--- src/rtl/cardinal_nic_fifo.sv ---
// Network interface buffer: an output FIFO from processor to router and an input
// FIFO from router to processor, with memory-mapped data/status registers.
module cardinal_nic_fifo #(
  parameter int DATA_W = 64,
  parameter int DEPTH  = 4
) (
  input  logic              clk,
  input  logic              reset,
  input  logic [1:0]        addr,
  input  logic [DATA_W-1:0] d_in,
  output logic [DATA_W-1:0] d_out,
  input  logic              nicEn,
  input  logic              nicWrEn,
  output logic              net_so,
  input  logic              net_ro,
  output logic [DATA_W-1:0] net_do,
  input  logic              net_polarity,
  input  logic              net_si,
  output logic              net_ri,
  input  logic [DATA_W-1:0] net_di
);

  localparam int AW = (DEPTH > 1) ? $clog2(DEPTH) : 1;
  localparam int CW = $clog2(DEPTH) + 1;
  localparam logic [CW-1:0] FULL_C = CW'(DEPTH);
  localparam logic [AW-1:0] LAST_C = AW'(DEPTH - 1);

  function automatic logic [AW-1:0] ptr_inc(input logic [AW-1:0] p);
    return (p == LAST_C) ? {AW{1'b0}} : p + AW'(1'b1);
  endfunction

  // Status word layout: bit 0 flag, bit 1 sticky drop, then occupancy.
  function automatic logic [DATA_W-1:0] status_word(input logic flag, input logic drop,
                                                    input logic [CW-1:0] cnt);
    logic [DATA_W-1:0] w;
    w = {DATA_W{1'b0}};
    w[0] = flag;
    w[1] = drop;
    w[CW+1:2] = cnt;
    return w;
  endfunction

  logic [DATA_W-1:0] out_mem_r [DEPTH];
  logic [DATA_W-1:0] in_mem_r  [DEPTH];
  logic [AW-1:0]     out_wr_ptr_r, out_rd_ptr_r, in_wr_ptr_r, in_rd_ptr_r;
  logic [CW-1:0]     out_count_r, in_count_r;
  logic [CW-1:0]     out_count_nxt_s, in_count_nxt_s;
  logic              out_drop_r, in_drop_r, in_ready_r;
  logic [DATA_W-1:0] d_out_r, rd_data_s, out_head_s, in_head_s;

  logic proc_rd_s, proc_wr_s, out_empty_s, out_full_s, in_empty_s, in_full_s;
  logic out_push_s, out_pop_s, out_drop_set_s, in_push_s, in_pop_s, in_drop_set_s;
  logic in_stat_rd_s, out_stat_rd_s;

  assign proc_rd_s      = nicEn & ~nicWrEn;
  assign proc_wr_s      = nicEn & nicWrEn;
  assign out_empty_s    = (out_count_r == {CW{1'b0}});
  assign out_full_s     = (out_count_r == FULL_C);
  assign in_empty_s     = (in_count_r == {CW{1'b0}});
  assign in_full_s      = (in_count_r == FULL_C);
  assign out_head_s     = out_mem_r[out_rd_ptr_r];
  assign in_head_s      = in_mem_r[in_rd_ptr_r];

  assign out_push_s     = proc_wr_s & (addr == 2'b10) & ~out_full_s;
  assign out_drop_set_s = proc_wr_s & (addr == 2'b10) & out_full_s;
  // A flit only leaves when its VC bit matches the router's current phase.
  assign out_pop_s      = ~out_empty_s & net_ro & (out_head_s[DATA_W-1] == net_polarity);
  assign in_push_s      = net_si & in_ready_r;
  assign in_drop_set_s  = net_si & ~in_ready_r;
  assign in_pop_s       = proc_rd_s & (addr == 2'b00) & ~in_empty_s;
  assign in_stat_rd_s   = proc_rd_s & (addr == 2'b01);
  assign out_stat_rd_s  = proc_rd_s & (addr == 2'b11);

  assign net_so = out_pop_s;
  assign net_do = out_empty_s ? {DATA_W{1'b0}} : out_head_s;
  assign net_ri = in_ready_r;
  assign d_out  = d_out_r;

  // Processor read data selected by register address.
  always_comb begin
    rd_data_s = {DATA_W{1'b0}};
    case (addr)
      2'b00:   rd_data_s = in_empty_s ? {DATA_W{1'b0}} : in_head_s;
      2'b01:   rd_data_s = status_word(~in_empty_s, in_drop_r, in_count_r);
      2'b10:   rd_data_s = {DATA_W{1'b0}};
      2'b11:   rd_data_s = status_word(out_full_s, out_drop_r, out_count_r);
      default: rd_data_s = {DATA_W{1'b0}};
    endcase
  end

  // Next occupancy of both FIFOs; simultaneous push and pop cancel out.
  always_comb begin
    out_count_nxt_s = out_count_r;
    in_count_nxt_s  = in_count_r;
    if (out_push_s && !out_pop_s) begin
      out_count_nxt_s = out_count_r + CW'(1'b1);
    end else if (out_pop_s && !out_push_s) begin
      out_count_nxt_s = out_count_r - CW'(1'b1);
    end else begin
      out_count_nxt_s = out_count_r;
    end
    if (in_push_s && !in_pop_s) begin
      in_count_nxt_s = in_count_r + CW'(1'b1);
    end else if (in_pop_s && !in_push_s) begin
      in_count_nxt_s = in_count_r - CW'(1'b1);
    end else begin
      in_count_nxt_s = in_count_r;
    end
  end

  // FIFO storage; contents need no reset since occupancy gates every use.
  always_ff @(posedge clk) begin
    if (out_push_s) out_mem_r[out_wr_ptr_r] <= d_in;
    if (in_push_s)  in_mem_r[in_wr_ptr_r]   <= net_di;
  end

  // Pointers, counters, sticky drop flags, input ready and read data register.
  always_ff @(posedge clk or negedge reset) begin
    if (!reset) begin
      out_wr_ptr_r <= {AW{1'b0}};
      out_rd_ptr_r <= {AW{1'b0}};
      in_wr_ptr_r  <= {AW{1'b0}};
      in_rd_ptr_r  <= {AW{1'b0}};
      out_count_r  <= {CW{1'b0}};
      in_count_r   <= {CW{1'b0}};
      out_drop_r   <= 1'b0;
      in_drop_r    <= 1'b0;
      in_ready_r   <= 1'b0;
      d_out_r      <= {DATA_W{1'b0}};
    end else begin
      if (out_push_s) out_wr_ptr_r <= ptr_inc(out_wr_ptr_r);
      if (out_pop_s)  out_rd_ptr_r <= ptr_inc(out_rd_ptr_r);
      if (in_push_s)  in_wr_ptr_r  <= ptr_inc(in_wr_ptr_r);
      if (in_pop_s)   in_rd_ptr_r  <= ptr_inc(in_rd_ptr_r);
      out_count_r <= out_count_nxt_s;
      in_count_r  <= in_count_nxt_s;
      // A new drop wins over a clearing status read on the same edge.
      out_drop_r  <= out_drop_set_s | (out_drop_r & ~out_stat_rd_s);
      in_drop_r   <= in_drop_set_s | (in_drop_r & ~in_stat_rd_s);
      in_ready_r  <= (in_count_nxt_s != FULL_C);
      if (proc_rd_s) d_out_r <= rd_data_s;
    end
  end

endmodule

--- config.mk ---
export PLATFORM = sky130hd
export DESIGN_NAME = cardinal_nic_fifo
export DESIGN_NICKNAME = d
export VERILOG_FILES = /design/src/rtl/cardinal_nic_fifo.sv
export SDC_FILE = /design/constraint.sdc
export NUM_CORES = 1
export LEC_CHECK = 0
export CAP_MARGIN = 20
export CORE_ASPECT_RATIO = 0.6
export CORE_MARGIN = 1.5
export CORE_UTILIZATION = 55
export DETAILED_ROUTE_END_ITERATION = 10
export PLACE_DENSITY = 0.8
export SYNTH_ARGS = -nofsm -noshare
export SYNTH_HDL_FRONTEND = slang
export SYNTH_SLANG_ARGS = --single-unit
--- constraint.sdc ---
create_clock -name clk -period 3.81 [get_ports clk]
set_clock_uncertainty 0.2 [all_clocks]
set_input_delay 0.381 -clock clk [delete_from_list [all_inputs] [get_ports clk]]
set_output_delay 0.381 -clock clk [all_outputs]
set_load 0.02 [all_outputs]
* Word-level counts from Yosys, hierarchy flattened *
Memories as Yosys holds them, arrays and structs flattened.
Cells that the tools add are included.

operators by class
  reduce and logical (&&, ||, !) cells = 12
  eq/ne operators = 10
  mux-type cells = 15
  $add $sub $neg = 8
  bitwise logic cells = 24

operator list
  cell                 count
  $pmux 64 s4          1
  $mux 64              2
  $and 1x1->1          15
  $eq 2x2->1 const B   6
  $mux 3               4
  $add 2x1->2 const B  4
  $mux 2               4
  $not 1->1            7
  $add 3x1->3 const B  2
  $logic_not 3->1      2
  $sub 3x1->3 const B  2
  $logic_and 1x1->1    4
  $logic_not 1->1      4
  $mux 1               4
  $eq 3x3->1 const B   1
  $ne 3x3->1 const B   1
  $eq 2x1->1 const B   1
  $logic_not 2->1      1
  $or 1x1->1           2
  $reduce_bool 2->1    1
  $eq 1x1->1           1

word-level totals
  output and inout bits = 130
  register bits = 81
  memories = 2
  bits in writable memories = 512
  input bits = 137

memory list
  memory     depth  bits a word  rd ports  clocked after memory_dff  wr ports  line  text
  in_mem_r   4      64           1         0                         1         44    logic [DATA_W-1:0] in_mem_r [DEPTH];
  out_mem_r  4      64           1         0                         1         43    logic [DATA_W-1:0] out_mem_r [DEPTH];

* Longest topological paths before layout *
  depth after elaboration = 8
  mapped depth = 9

* Worst setup path after synthesis *
No wires, ideal clock.

  path type = input to register
  start point = input addr[0]
  end point = memory out_mem_r[0][0], enable pin
  path slack = 0.515 ns
  required time = 3.181 ns
  cell stages on the path = 3
  data arrival time = 2.666 ns
  setup time = 0.429 ns
  path buffers = 1
  cell sequence = clkbuf_1 nor4b_2 and2_1

between the ends
  word-level cells in the longest chain between the ends = 5

ends and longest elaborated chain
  what                          line  text
  from (decl)                   9     input logic [1:0] addr,
  $eq 2x2->1                    64    assign out_push_s = proc_wr_s & (addr == 2'b10) & ~out_full_s;
  $and 1x1->1 (2 in series)     64
  named net out_push_s          52    logic out_push_s, out_pop_s, out_drop_set_s, in_push_s, in_pop_s, in_drop_set_s;
  $mux 1                        113   if (out_push_s) out_mem_r[out_wr_ptr_r] <= d_in;
  $mux 1 (not written as such)  113
  to (decl)                     43

The timed path passes the listed nets, and every way through them passes these cells.

* Final worst setup path *
  start point = register out_rd_ptr_r[0]
  end point = output net_do[0]

between the ends
  word-level cells in the longest chain between the ends = 2

ends and longest elaborated chain
  what                    line  text
  from (decl)             45    logic [AW-1:0] out_wr_ptr_r, out_rd_ptr_r, in_wr_ptr_r, in_rd_ptr_r;
  from (signal assigned)  121   out_rd_ptr_r <= {AW{1'b0}};
  from (signal assigned)  132   if (out_pop_s) out_rd_ptr_r <= ptr_inc(out_rd_ptr_r);
  $mem_v2 4x64            --
  $mux 64                 75    assign net_do = out_empty_s ? {DATA_W{1'b0}} : out_head_s;
  to (decl)               16    output logic [DATA_W-1:0] net_do,

No other way between the ends.

==> flow_summary.json <==
{
  "synth_fp_nets": 1163,
  "finalHoldViolations": 0,
  "setup_viol": 0,
  "grt_pass1_vias": 11700,
  "ctsHtreeMaxLevel": 2,
  "drc": 0,
  "cts_inserted_buffers": 52,
  "critical_path_class": "reg2out",
  "vias": 10800,
  "whs_ns": 0.250,
  "drt_pass1_iterations": 5,
  "start_util_pct": 56.4,
  "critical_path.cell_chain": "buf_4, mux4_2, nor2b_1, clkdlybuf4s50_1",
  "dp_hpwl_um": 27600,
  "synth_seq_area_share_pct": 78.2,
  "synthesis.area_mm2": 0.0223,
  "synth_edf_count": 512,
  "cts_sinks": 593,
  "leakage_nw": 9.28,
  "cts_max_path_buffers": 3,
  "coreArea_mm2": 0.0394,
  "p_per_area_mw_per_mm2": 706,
  "fin_tns_setup_ns": 0,
  "slowest_delay_ns": 0.65,
  "period_share_pct": 86.9,
  "die_x_um": 263,
  "synth_top_cells_by_area": "edfxtp_1 (69%), mux4_2 (13%), dfrtp_1 (9.1%)",
  "synth-main-ff-cell": "edfxtp_1",
  "nets": 1466,
  "grt_max_degree": 66,
  "slew_headroom_pct": 38.9,
  "ctsResizeCount": 0,
  "drt_iter0_drc": 837,
  "cpLargestDelayFamily": "buffers and inverters",
  "grt_setup_unrepaired": "no",
  "grt_overflow": 0,
  "fin_crit_ns": 3.31,
  "crit_slowest_cell": "clkdlybuf4s50_1",
  "layout-drive-gt1-share_pct": 19.1,
  "synth_commonest_cells": "edfxtp_1 (512), mux4_2 (128), dfrtp_1 (81), nor2b_1 (66), a22o_1 (59)",
  "cts_tree": "yes",
  "synth_most_common_cell": "edfxtp_1",
  "insertion_delay_ns": 0.56,
  "vias_per_cell": 5.77,
  "syn_inst": 1011,
  "timing.fmax_ghz": 0.302,
  "synth_cell_type_count": 39,
  "syn2layout_area_growth_pct": 23.3,
  "dieArea_mm2": 0.0417,
  "fp-row-count": 56,
  "port_buffers": 266,
  "r2r_slack_ns": 1.04,
  "grt_usage_pct": 22.1,
  "outcome": "finished, final reports clean",
  "grt_pass1_wl_um": 69800,
  "end_kind": "output pin",
  "worst_slew_pin_slew_ns": 0.916,
  "synth-seq-cells": 593,
  "irDropWorstVdd_v": 0.000476,
  "gp_congestion": 0.792,
  "drt-total-wl_um": 44900,
  "hp-class": "in2reg",
  "synth_warnings": 0,
  "crit_arrival_ns": 2.73,
  "ant_nets": 0,
  "path_max_fanout": 18,
  "cap_violations": 0,
  "ios": 267,
  "syn_avg_cell_area_um2": 22.0,
  "yosys.area.top_type": "edfxtp_1",
  "clockRootBuffer": "clkbuf_16",
  "finalMaxSlewViolations": 0,
  "cts.reportedPaths.clkPinSlew_ns": 0.07,
  "synth_top_area_share_pct": 69.1,
  "cp.required_ns": 3.23,
  "die_height_um": 159,
  "antenna_found_initial": 1,
  "wl_per_cell_um": 23.9,
  "critPathBufInv": 2,
  "async_flop_share_pct": 13.7,
  "cp-start-kind": "flop"
}
## timing repair
item | 4_1_cts | 5_1_grt
hold buffers | 1 | 0
hold endpoints to repair | 52 | 0
setup buffers | 0 | 0
## cells by family (layout without fill, tap and decap cells)
| logic type | Yosys count | count (layout) | synth area share (%) |
|---|---|---|---|
| flops | 593 | 593 | 78.2 |
| mux | 135 | 135 | 13.3 |
| simple gates | 117 | 117 | 3.09 |
| compound gates | 84 | 84 | 3.03 |
| buf+inv | 61 | 405 | 1.25 |
| fa+ha+maj | 15 | 15 | 0.877 |
| xor+xnor | 6 | 6 | 0.236 |
| other cells | 0 | 1 | 0 |
## state kept, by name (all words and copies together), names as in the netlist
signal	flops
out_mem_r	256
in_drop_r	1
d_out	64
out_drop_r	1
in_count_r	3
in_wr_ptr_r	2
in_mem_r	256
out_count_r	3
out_rd_ptr_r	2
net_ri	1
in_rd_ptr_r	2
out_wr_ptr_r	2
## where the power goes
group | internal (W) | switching [W]
Clock | 0.00297 | 0.00220
Sequential | 0.00791 | 0.000491
Combinational | 0.00298 | 0.00283
## worst paths after layout
path | from | endpoint | depth (start not counted)
min in group asynchronous | reset | d_out[61] | 2
max in group asynchronous | reset | d_out[36] | 3
max | out_rd_ptr_r[0] | net_do[0] | 4
max reg2reg | out_rd_ptr_r[0] | out_count_r[2] | 9
min | net_di[54] | in_mem_r[0][54] | 1
min reg2reg | d_out[59] | d_out[59] | 1
## stage by stage
| step | util (%) | cells | power (W) | instance area [µm²] | worst slack, ns |
|---|---|---|---|---|---|
| global route | 69.6 | 1878 | 0.0202 | 27400 | 0.367 |
| detailed placement | 65.3 | 1781 | 0.0144 | 25700 | 0.776 |
| floorplan | - | 1011 | 0.0121 | 22300 | 0.515 |
| finish | 69.6 | 1878 | 0.0194 | 27400 | 0.501 |
| global placement | 65.3 | 1781 | 0.0143 | 25700 | 0.812 |
| CTS | 69.5 | 1877 | 0.0196 | 27400 | 0.427 |
## placed cells by master (no fill, tap or decap), drive strengths merged, types with 5 or more instances in the layout
master and count:
clkdlybuf4s50 265, mux4 128, and3 5, nor2 13
a22o 59, and2 6, o21ai 12, nand2 9
clkinv 12, mux2 7, clkbuf 77, nor2b 66
edfxtp 512, inv 10, ha 14, buf 35
dfrtp 81
## routing by layer
metal,track usage (%),part of all wire (%),wire length (µm)
met1,30.7,42,18900
met2,35.8,50,22500
met3,4.23,5.0,2240
met4,7.00,2.8,1270
met5,0,0,0
## cell type report
cell class | instances | area, µm²
inverter | 9 | 33.8
fill | 2427 | 12000
multi-input combinational | 357 | 4590
tap | 522 | 653
timing repair buffer | 301 | 3060
sequential | 593 | 17400
antenna | 1 | 2.50
clock inverter | 18 | 193
clock buffer | 77 | 1490
(Power assumes the default switching activity.)
